### config.mk
export PLATFORM = sky130hd
export DESIGN_NAME = enoc_switch_allocator_flat
export DESIGN_NICKNAME = d
export VERILOG_FILES = /design/src/rtl/enoc_switch_allocator_pkg.sv /design/src/rtl/enoc_switch_allocator_if.sv /design/src/rtl/enoc_switch_allocator_rr_arbiter.sv /design/src/rtl/enoc_switch_allocator.sv /design/src/flat_wrapper.sv
export SDC_FILE = /design/constraint.sdc
export NUM_CORES = 1
export LEC_CHECK = 0
export BUFFER_PORTS_ARGS = -buffer_cell sky130_fd_sc_hd__buf_4
export CAP_MARGIN = 20
export CELL_PAD_IN_SITES_DETAIL_PLACEMENT = 1
export CELL_PAD_IN_SITES_GLOBAL_PLACEMENT = 1
export CORE_MARGIN = 5
export CORE_UTILIZATION = 49
export CTS_BUF_LIST = sky130_fd_sc_hd__clkbuf_8
export CTS_CLUSTER_SIZE = 40
export DETAILED_ROUTE_END_ITERATION = 8
export PLACE_DENSITY = 0.81
export SYNTH_ARGS = -nofsm -noshare
export SYNTH_HDL_FRONTEND = slang
export SYNTH_SLANG_ARGS = --single-unit
### constraint.sdc
create_clock -name clk -period 6.2 [get_ports clk]
set_input_delay 0.62 -clock clk [delete_from_list [all_inputs] [get_ports clk]]
set_output_delay 0.62 -clock clk [all_outputs]
set_load 0.02 [all_outputs]
### src/rtl/enoc_switch_allocator_pkg.sv
// Shared constants for the ENoC switch allocator: port numbering, allocator states
// and a helper that keeps index widths at least one bit wide.
package enoc_switch_allocator_pkg;

    localparam int unsigned PORT_LOCAL  = 0;
    localparam int unsigned PORT_NORTH  = 1;
    localparam int unsigned PORT_EAST   = 2;
    localparam int unsigned PORT_SOUTH  = 3;
    localparam int unsigned PORT_WEST   = 4;
    localparam int unsigned PORT_TOP    = 5;
    localparam int unsigned PORT_BOTTOM = 6;
    localparam int unsigned DEGREE      = 7;

    localparam logic StIdle   = 1'b0;
    localparam logic StLocked = 1'b1;

    // A single-entry index still needs one wire.
    function automatic int unsigned idx_width(input int unsigned n);
        return (n > 1) ? $clog2(n) : 1;
    endfunction

endpackage

### src/rtl/enoc_switch_allocator_if.sv
// Request/grant bundle between the input queues, the allocator and the crossbar.
// master drives requests and enables; slave is the allocator itself.
interface enoc_switch_allocator_if #(
    parameter int unsigned N = 7,
    parameter int unsigned M = 7
);
    import enoc_switch_allocator_pkg::*;

    localparam int unsigned N_LOG2 = idx_width(N);
    localparam int unsigned M_LOG2 = idx_width(M);

    logic [N-1:0]             i_req_val;
    logic [N-1:0][M_LOG2-1:0] i_req_port;
    logic [M-1:0]             i_en;
    logic [M-1:0][N_LOG2-1:0] o_sel;
    logic [M-1:0]             o_sel_val;
    logic [N-1:0]             o_grant;
    logic                     o_bad_port;

    modport master (
        output i_req_val, i_req_port, i_en,
        input  o_sel, o_sel_val, o_grant, o_bad_port
    );

    modport slave (
        input  i_req_val, i_req_port, i_en,
        output o_sel, o_sel_val, o_grant, o_bad_port
    );

endinterface

### src/rtl/enoc_switch_allocator_rr_arbiter.sv
// Combinational round-robin pick: first unmasked request at or after ptr, searching
// upward modulo N.
module enoc_switch_allocator_rr_arbiter
    import enoc_switch_allocator_pkg::*;
#(
    parameter int unsigned N = 7,
    localparam int unsigned N_LOG2 = idx_width(N)
) (
    input  logic [N-1:0]      req,
    input  logic [N_LOG2-1:0] ptr,
    input  logic [N-1:0]      mask,
    output logic              gnt_val,
    output logic [N_LOG2-1:0] gnt_idx
);

    logic [N-1:0]      req_eff;
    logic [N_LOG2:0]   sum;
    logic [N_LOG2-1:0] idx;

    assign req_eff = req & ~mask;

    always_comb begin
        gnt_val = 1'b0;
        gnt_idx = '0;
        sum     = '0;
        idx     = '0;
        for (int unsigned i = 0; i < N; i++) begin
            // ptr < N and i < N, so one conditional subtract is a full modulo.
            sum = {1'b0, ptr} + (N_LOG2 + 1)'(i);
            if (sum >= (N_LOG2 + 1)'(N)) sum = sum - (N_LOG2 + 1)'(N);
            idx = sum[N_LOG2-1:0];
            if (!gnt_val && req_eff[idx]) begin
                gnt_val = 1'b1;
                gnt_idx = idx;
            end
        end
    end

endmodule

### src/rtl/enoc_switch_allocator.sv
// Output-port allocator: one locking round-robin arbiter per output, crossbar selects,
// per-input pop strobes and a sticky flag for out-of-range port requests.
module enoc_switch_allocator
    import enoc_switch_allocator_pkg::*;
#(
    parameter int unsigned N = 7,
    parameter int unsigned M = 7
) (
    input logic                     clk,
    input logic                     reset,
    enoc_switch_allocator_if.slave  bus
);

    localparam int unsigned N_LOG2 = idx_width(N);
    localparam int unsigned M_LOG2 = idx_width(M);

    logic [M-1:0][N-1:0]      req;
    logic [M-1:0][N-1:0]      win_mask;
    logic [M-1:0]             state_q, state_d;
    logic [M-1:0][N_LOG2-1:0] ptr_q, ptr_d, sel_q, sel_d, ptr_next;
    logic [M-1:0]             xfer, fresh_val, again_val;
    logic [M-1:0][N_LOG2-1:0] fresh_idx, again_idx;
    logic [N-1:0]             grant;
    logic                     bad_req, bad_q;

    always_comb begin
        req     = '0;
        bad_req = 1'b0;
        for (int unsigned n = 0; n < N; n++) begin
            for (int unsigned m = 0; m < M; m++) begin
                req[m][n] = bus.i_req_val[n] && (bus.i_req_port[n] == M_LOG2'(m));
            end
            if (bus.i_req_val[n] && (32'(bus.i_req_port[n]) >= M)) bad_req = 1'b1;
        end
    end

    always_comb begin
        ptr_next = '0;
        win_mask = '0;
        for (int unsigned m = 0; m < M; m++) begin
            ptr_next[m] = (32'(sel_q[m]) == N - 1) ? '0 : sel_q[m] + 1'b1;
            for (int unsigned n = 0; n < N; n++) begin
                win_mask[m][n] = (32'(sel_q[m]) == n);
            end
        end
    end

    // Fresh pick from IDLE, and back-to-back pick after a transfer with the winner masked.
    for (genvar m = 0; m < M; m++) begin : g_out
        enoc_switch_allocator_rr_arbiter #(.N(N)) u_fresh (
            .req     (req[m]),
            .ptr     (ptr_q[m]),
            .mask    ('0),
            .gnt_val (fresh_val[m]),
            .gnt_idx (fresh_idx[m])
        );

        enoc_switch_allocator_rr_arbiter #(.N(N)) u_again (
            .req     (req[m]),
            .ptr     (ptr_next[m]),
            .mask    (win_mask[m]),
            .gnt_val (again_val[m]),
            .gnt_idx (again_idx[m])
        );

        a_lock_stable: assert property (@(posedge clk) disable iff (reset)
            (state_q[m] == StLocked) |->
                (bus.i_req_val[sel_q[m]] && (bus.i_req_port[sel_q[m]] == M_LOG2'(m))));
    end

    always_comb begin
        state_d = state_q;
        ptr_d   = ptr_q;
        sel_d   = sel_q;
        xfer    = '0;
        for (int unsigned m = 0; m < M; m++) begin
            xfer[m] = (state_q[m] == StLocked) && bus.i_en[m];
            if (state_q[m] == StIdle) begin
                if (fresh_val[m]) begin
                    state_d[m] = StLocked;
                    sel_d[m]   = fresh_idx[m];
                end
            end else if (bus.i_en[m]) begin
                ptr_d[m] = ptr_next[m];
                if (again_val[m]) sel_d[m] = again_idx[m];
                else              state_d[m] = StIdle;
            end
        end
    end

    // Gated by reset so an abandoned lock never pops its queue.
    always_comb begin
        grant = '0;
        for (int unsigned m = 0; m < M; m++) begin
            for (int unsigned n = 0; n < N; n++) begin
                if (xfer[m] && (32'(sel_q[m]) == n) && !reset) grant[n] = 1'b1;
            end
        end
    end

    always_ff @(posedge clk) begin
        if (reset) begin
            state_q <= '0;
            ptr_q   <= '0;
            sel_q   <= '0;
            bad_q   <= 1'b0;
        end else begin
            state_q <= state_d;
            ptr_q   <= ptr_d;
            sel_q   <= sel_d;
            bad_q   <= bad_q | bad_req;
        end
    end

    // StLocked is encoded as 1, so the state bits are the select-valid flags.
    assign bus.o_sel      = sel_q;
    assign bus.o_sel_val  = state_q;
    assign bus.o_grant    = grant;
    assign bus.o_bad_port = bad_q;

endmodule

### src/flat_wrapper.sv
// flat-port wrapper written by rule: the top's interface ports become plain ports
module enoc_switch_allocator_flat import enoc_switch_allocator_pkg::*;
#(
    parameter int unsigned N = 7,
    parameter int unsigned M = 7
)
  (clk, reset, bus_i_req_val, bus_i_req_port, bus_i_en, bus_o_sel, bus_o_sel_val, bus_o_grant, bus_o_bad_port);
  enoc_switch_allocator_if #(.N(N), .M(M)) bus_i ();
  input logic clk;
  input logic reset;
  input wire logic [$bits(bus_i.i_req_val)-1:0] bus_i_req_val;
  input wire logic [$bits(bus_i.i_req_port)-1:0] bus_i_req_port;
  input wire logic [$bits(bus_i.i_en)-1:0] bus_i_en;
  output wire logic [$bits(bus_i.o_sel)-1:0] bus_o_sel;
  output wire logic [$bits(bus_i.o_sel_val)-1:0] bus_o_sel_val;
  output wire logic [$bits(bus_i.o_grant)-1:0] bus_o_grant;
  output wire logic [$bits(bus_i.o_bad_port)-1:0] bus_o_bad_port;
  assign bus_i.i_req_val = bus_i_req_val;
  assign bus_i.i_req_port = bus_i_req_port;
  assign bus_i.i_en = bus_i_en;
  assign bus_o_sel = bus_i.o_sel;
  assign bus_o_sel_val = bus_i.o_sel_val;
  assign bus_o_grant = bus_i.o_grant;
  assign bus_o_bad_port = bus_i.o_bad_port;
  enoc_switch_allocator #(.N(N), .M(M)) u_core (.clk(clk), .reset(reset), .bus(bus_i));
endmodule
==> flow_summary.toml <==
[outcome]
outcome = "completed"

[route]
drt_iter0_drc = 2993
detail_route.wirelength_um = 107000
vias = 28500
drc = 0
drt_pass1_iterations = 5
ant_nets = 0
avgRoutedWirePerCell_um = 28.3
vias_per_cell = 7.52

[clock_network]
cts_buffers = 5
clk_latency_ns = 0.41
cts_buffer_depth = 2
cts.sinks = 50
cts_hold_buf = 0
cts-root-buf = "clkbuf_8"
clk_pin_slew_ns = 0.13
htree_levels = 2
cts_tree = "yes"
cts-resized-gates = 0
cts_setup_buffers = 0

[placement]
gp_congestion = 0.991
portBuffers = 72
dp_hpwl_um = 78900

[yosys]
synth_area_leaders = "mux2i_1 9.5%, ha_1 7.8%, a21oi_1 4.9%"
ys_types = 114
ys_warn_count = 0
syn_nets = 3474
syn-cell-area_um2 = 23400
synthArstFlopShare_pct = 0
synth.largest_area_cell = "mux2i_1"
yosys.area.top_type_share_pct = 9.46
ys_seq_area_share_pct = 4.28
syn_avg_cell_area_um2 = 7.13
synth_edf_count = 0
synthFlopType = "dfxtp_1"
synthCells = 3278
ys_ff_latch = 50

[power]
power-per-cell-area_nw_per_um2 = 515
ir_worst_vdd_uv = 292
p_leak_nw = 9.49

[finish]
drive_gt1_share_pct = 10.1
area_growth_pct = 3.73
multi_input_area_um2 = 20800
finalNetCount = 3368
antenna_cells = 0
regArea_um2 = 1000
num-fill-cells = 6200
fin_util_pct = 51.1

[grt]
antenna_found_initial = 3
grt_overflow_total = 0
track_usage_pct = 38.0
grt_pass1_wl_um = 163000
grt_max_degree = 54
grt_pass1_vias = 28200

[floorplan]
coreArea_um2 = 47400
ios = 73
num_rows = 80
die_h_um = 228
dieArea_um2 = 52200
start_util_pct = 49.3
die_x_um = 228

[timing]
fin_skew_ns = 0.00715
final.period_utilization_pct = 90.6
layout_min_cycle_time_ns = 5.62
finalMaxSlewViolations = 0
final.setup.tns_ns = 0
tightest_slew_ns = 1.12
rsz0062_at_grt = "no"
setup_violations = 0
hold_viol_final = 0
fmax_ghz = 0.178
slew_headroom_pct = 24.5

[critical_path]
crit_arrival_ns = 5.93
reg2regPathDepth = 16
cp.required_ns = 6.51
start_kind = "register"
crit_type = "reg -> reg"
end_kind = "register"
crit_path_max_fanout = 15

[worst_hold_path]
whs_path_depth = 4
hold_class = "in -> reg"

[flow_run]
drv_cap = 0
==> final timing paths <==
kind / endpoint / slack (ns) / startpoint
max: u_core.bus.o_sel[11] / 0.58 / u_core.bus.o_sel[9]
min: u_core.ptr_q[0] / 0.54 / bus_i_en[0]
max reg2reg: u_core.bus.o_sel[11] / 0.58 / u_core.bus.o_sel[9]
min reg2reg: u_core.ptr_q[2] / 0.63 / u_core.ptr_q[2]
==> cell usage after synthesis, drive strengths merged (74+ instances only) <==
master  count
nor2      281
nand2     245
a21oi     230
mux2i     223
o21ai     192
inv       151
clkbuf    150
ha        145
buf        91
a211oi     81
a31oi      78
nor3       77
nand2b     74
==> report_power, final <==
| group | internal [mW] | switching, mW |
|---|---|---|
| logic | 4.23 | 7.29 |
| registers | 0.413 | 0.258 |
| clock network | 0.130 | 0.176 |
==> stage by stage <==
| step | hold slack (ns) | setup WS (ns) | std cells | instance area [um2] | total power [mW] |
|---|---|---|---|---|---|
| floorplan | 0.517 | 1.36 | 3278 | 23400 | 8.95 |
| global placement | 0.581 | 0.962 | 3777 | 24100 | 11.4 |
| detailed placement | 0.613 | 0.812 | 3778 | 24100 | 11.8 |
| CTS | 0.535 | 0.777 | 3785 | 24200 | 12.1 |
| global route | 0.588 | 0.237 | 3787 | 24300 | 13.3 |
| finish | 0.541 | 0.580 | 3787 | 24300 | 12.5 |
==> cell type report <==
type,instances,share of cell area [%]
clock inverters,1,0.124
multi-input cells,2828,85.8
clock buffers,6,0.340
flip-flops and latches,50,4.13
well taps,615,3.17
inverters,159,2.48
repair buffers,128,3.95
==> flip-flops by register name, indices dropped and copies added, names as in the netlist <==
register / flops
u_core.bus.o_sel: 21
u_core.ptr_q: 21
u_core.bus.o_sel_val: 7
u_core.bus.o_bad_port: 1
==> cell usage in the layout, fill, tap and decap left out, types with 74 or more instances in the layout <==
| cell | instances |
|---|---|
| a211oi_1 | 80 |
| a21oi_1 | 230 |
| a31oi_1 | 76 |
| buf_4 | 126 |
| ha_1 | 145 |
| inv_1 | 147 |
| mux2i_1 | 221 |
| nand2_1 | 245 |
| nand2b_1 | 74 |
| nor2_1 | 281 |
| nor3_1 | 76 |
| o21ai_0 | 181 |
==> routing by layer <==
| metal | routed length, um | up-vias | GRT usage [%] | share of wire [%] |
|---|---|---|---|---|
| met5 | 13 | - | 0 | 0.012 |
| met4 | 5780 | 2 | 18.4 | 5.4 |
| met3 | 10200 | 421 | 7.63 | 9.6 |
| met2 | 47600 | 1622 | 61.1 | 44 |
| met1 | 43500 | 14100 | 48.8 | 41 |
| li1 | - | 12300 | - | - |
==> cell families after synthesis <==
| family | synth area share [%] |
|---|---|
| and+or+nand+nor | 28.0 |
| AOI/OAI and AO/OA | 33.1 |
| buffers and inverters | 6.96 |
| muxes | 15.7 |
| adders and majority gates | 9.00 |
| xor gates and xnor gates | 2.96 |
| DFF | 4.28 |
==> critical path, stage by stage (launching register included) <==
cell      delay, ns
dfxtp_1        0.73
inv_1          0.26
nor2_1         0.16
ha_1           0.36
a21oi_1        0.40
inv_1          0.22
ha_1           0.56
nand3b_1       0.19
or2_2          0.34
a222oi_1       0.43
a31o_2         0.20
o311a_1        0.35
nor4b_2        0.43
and3_1         0.30
o22ai_1        0.20
mux2i_1        0.17
a211oi_1       0.22
(Power assumes the default switching activity.)
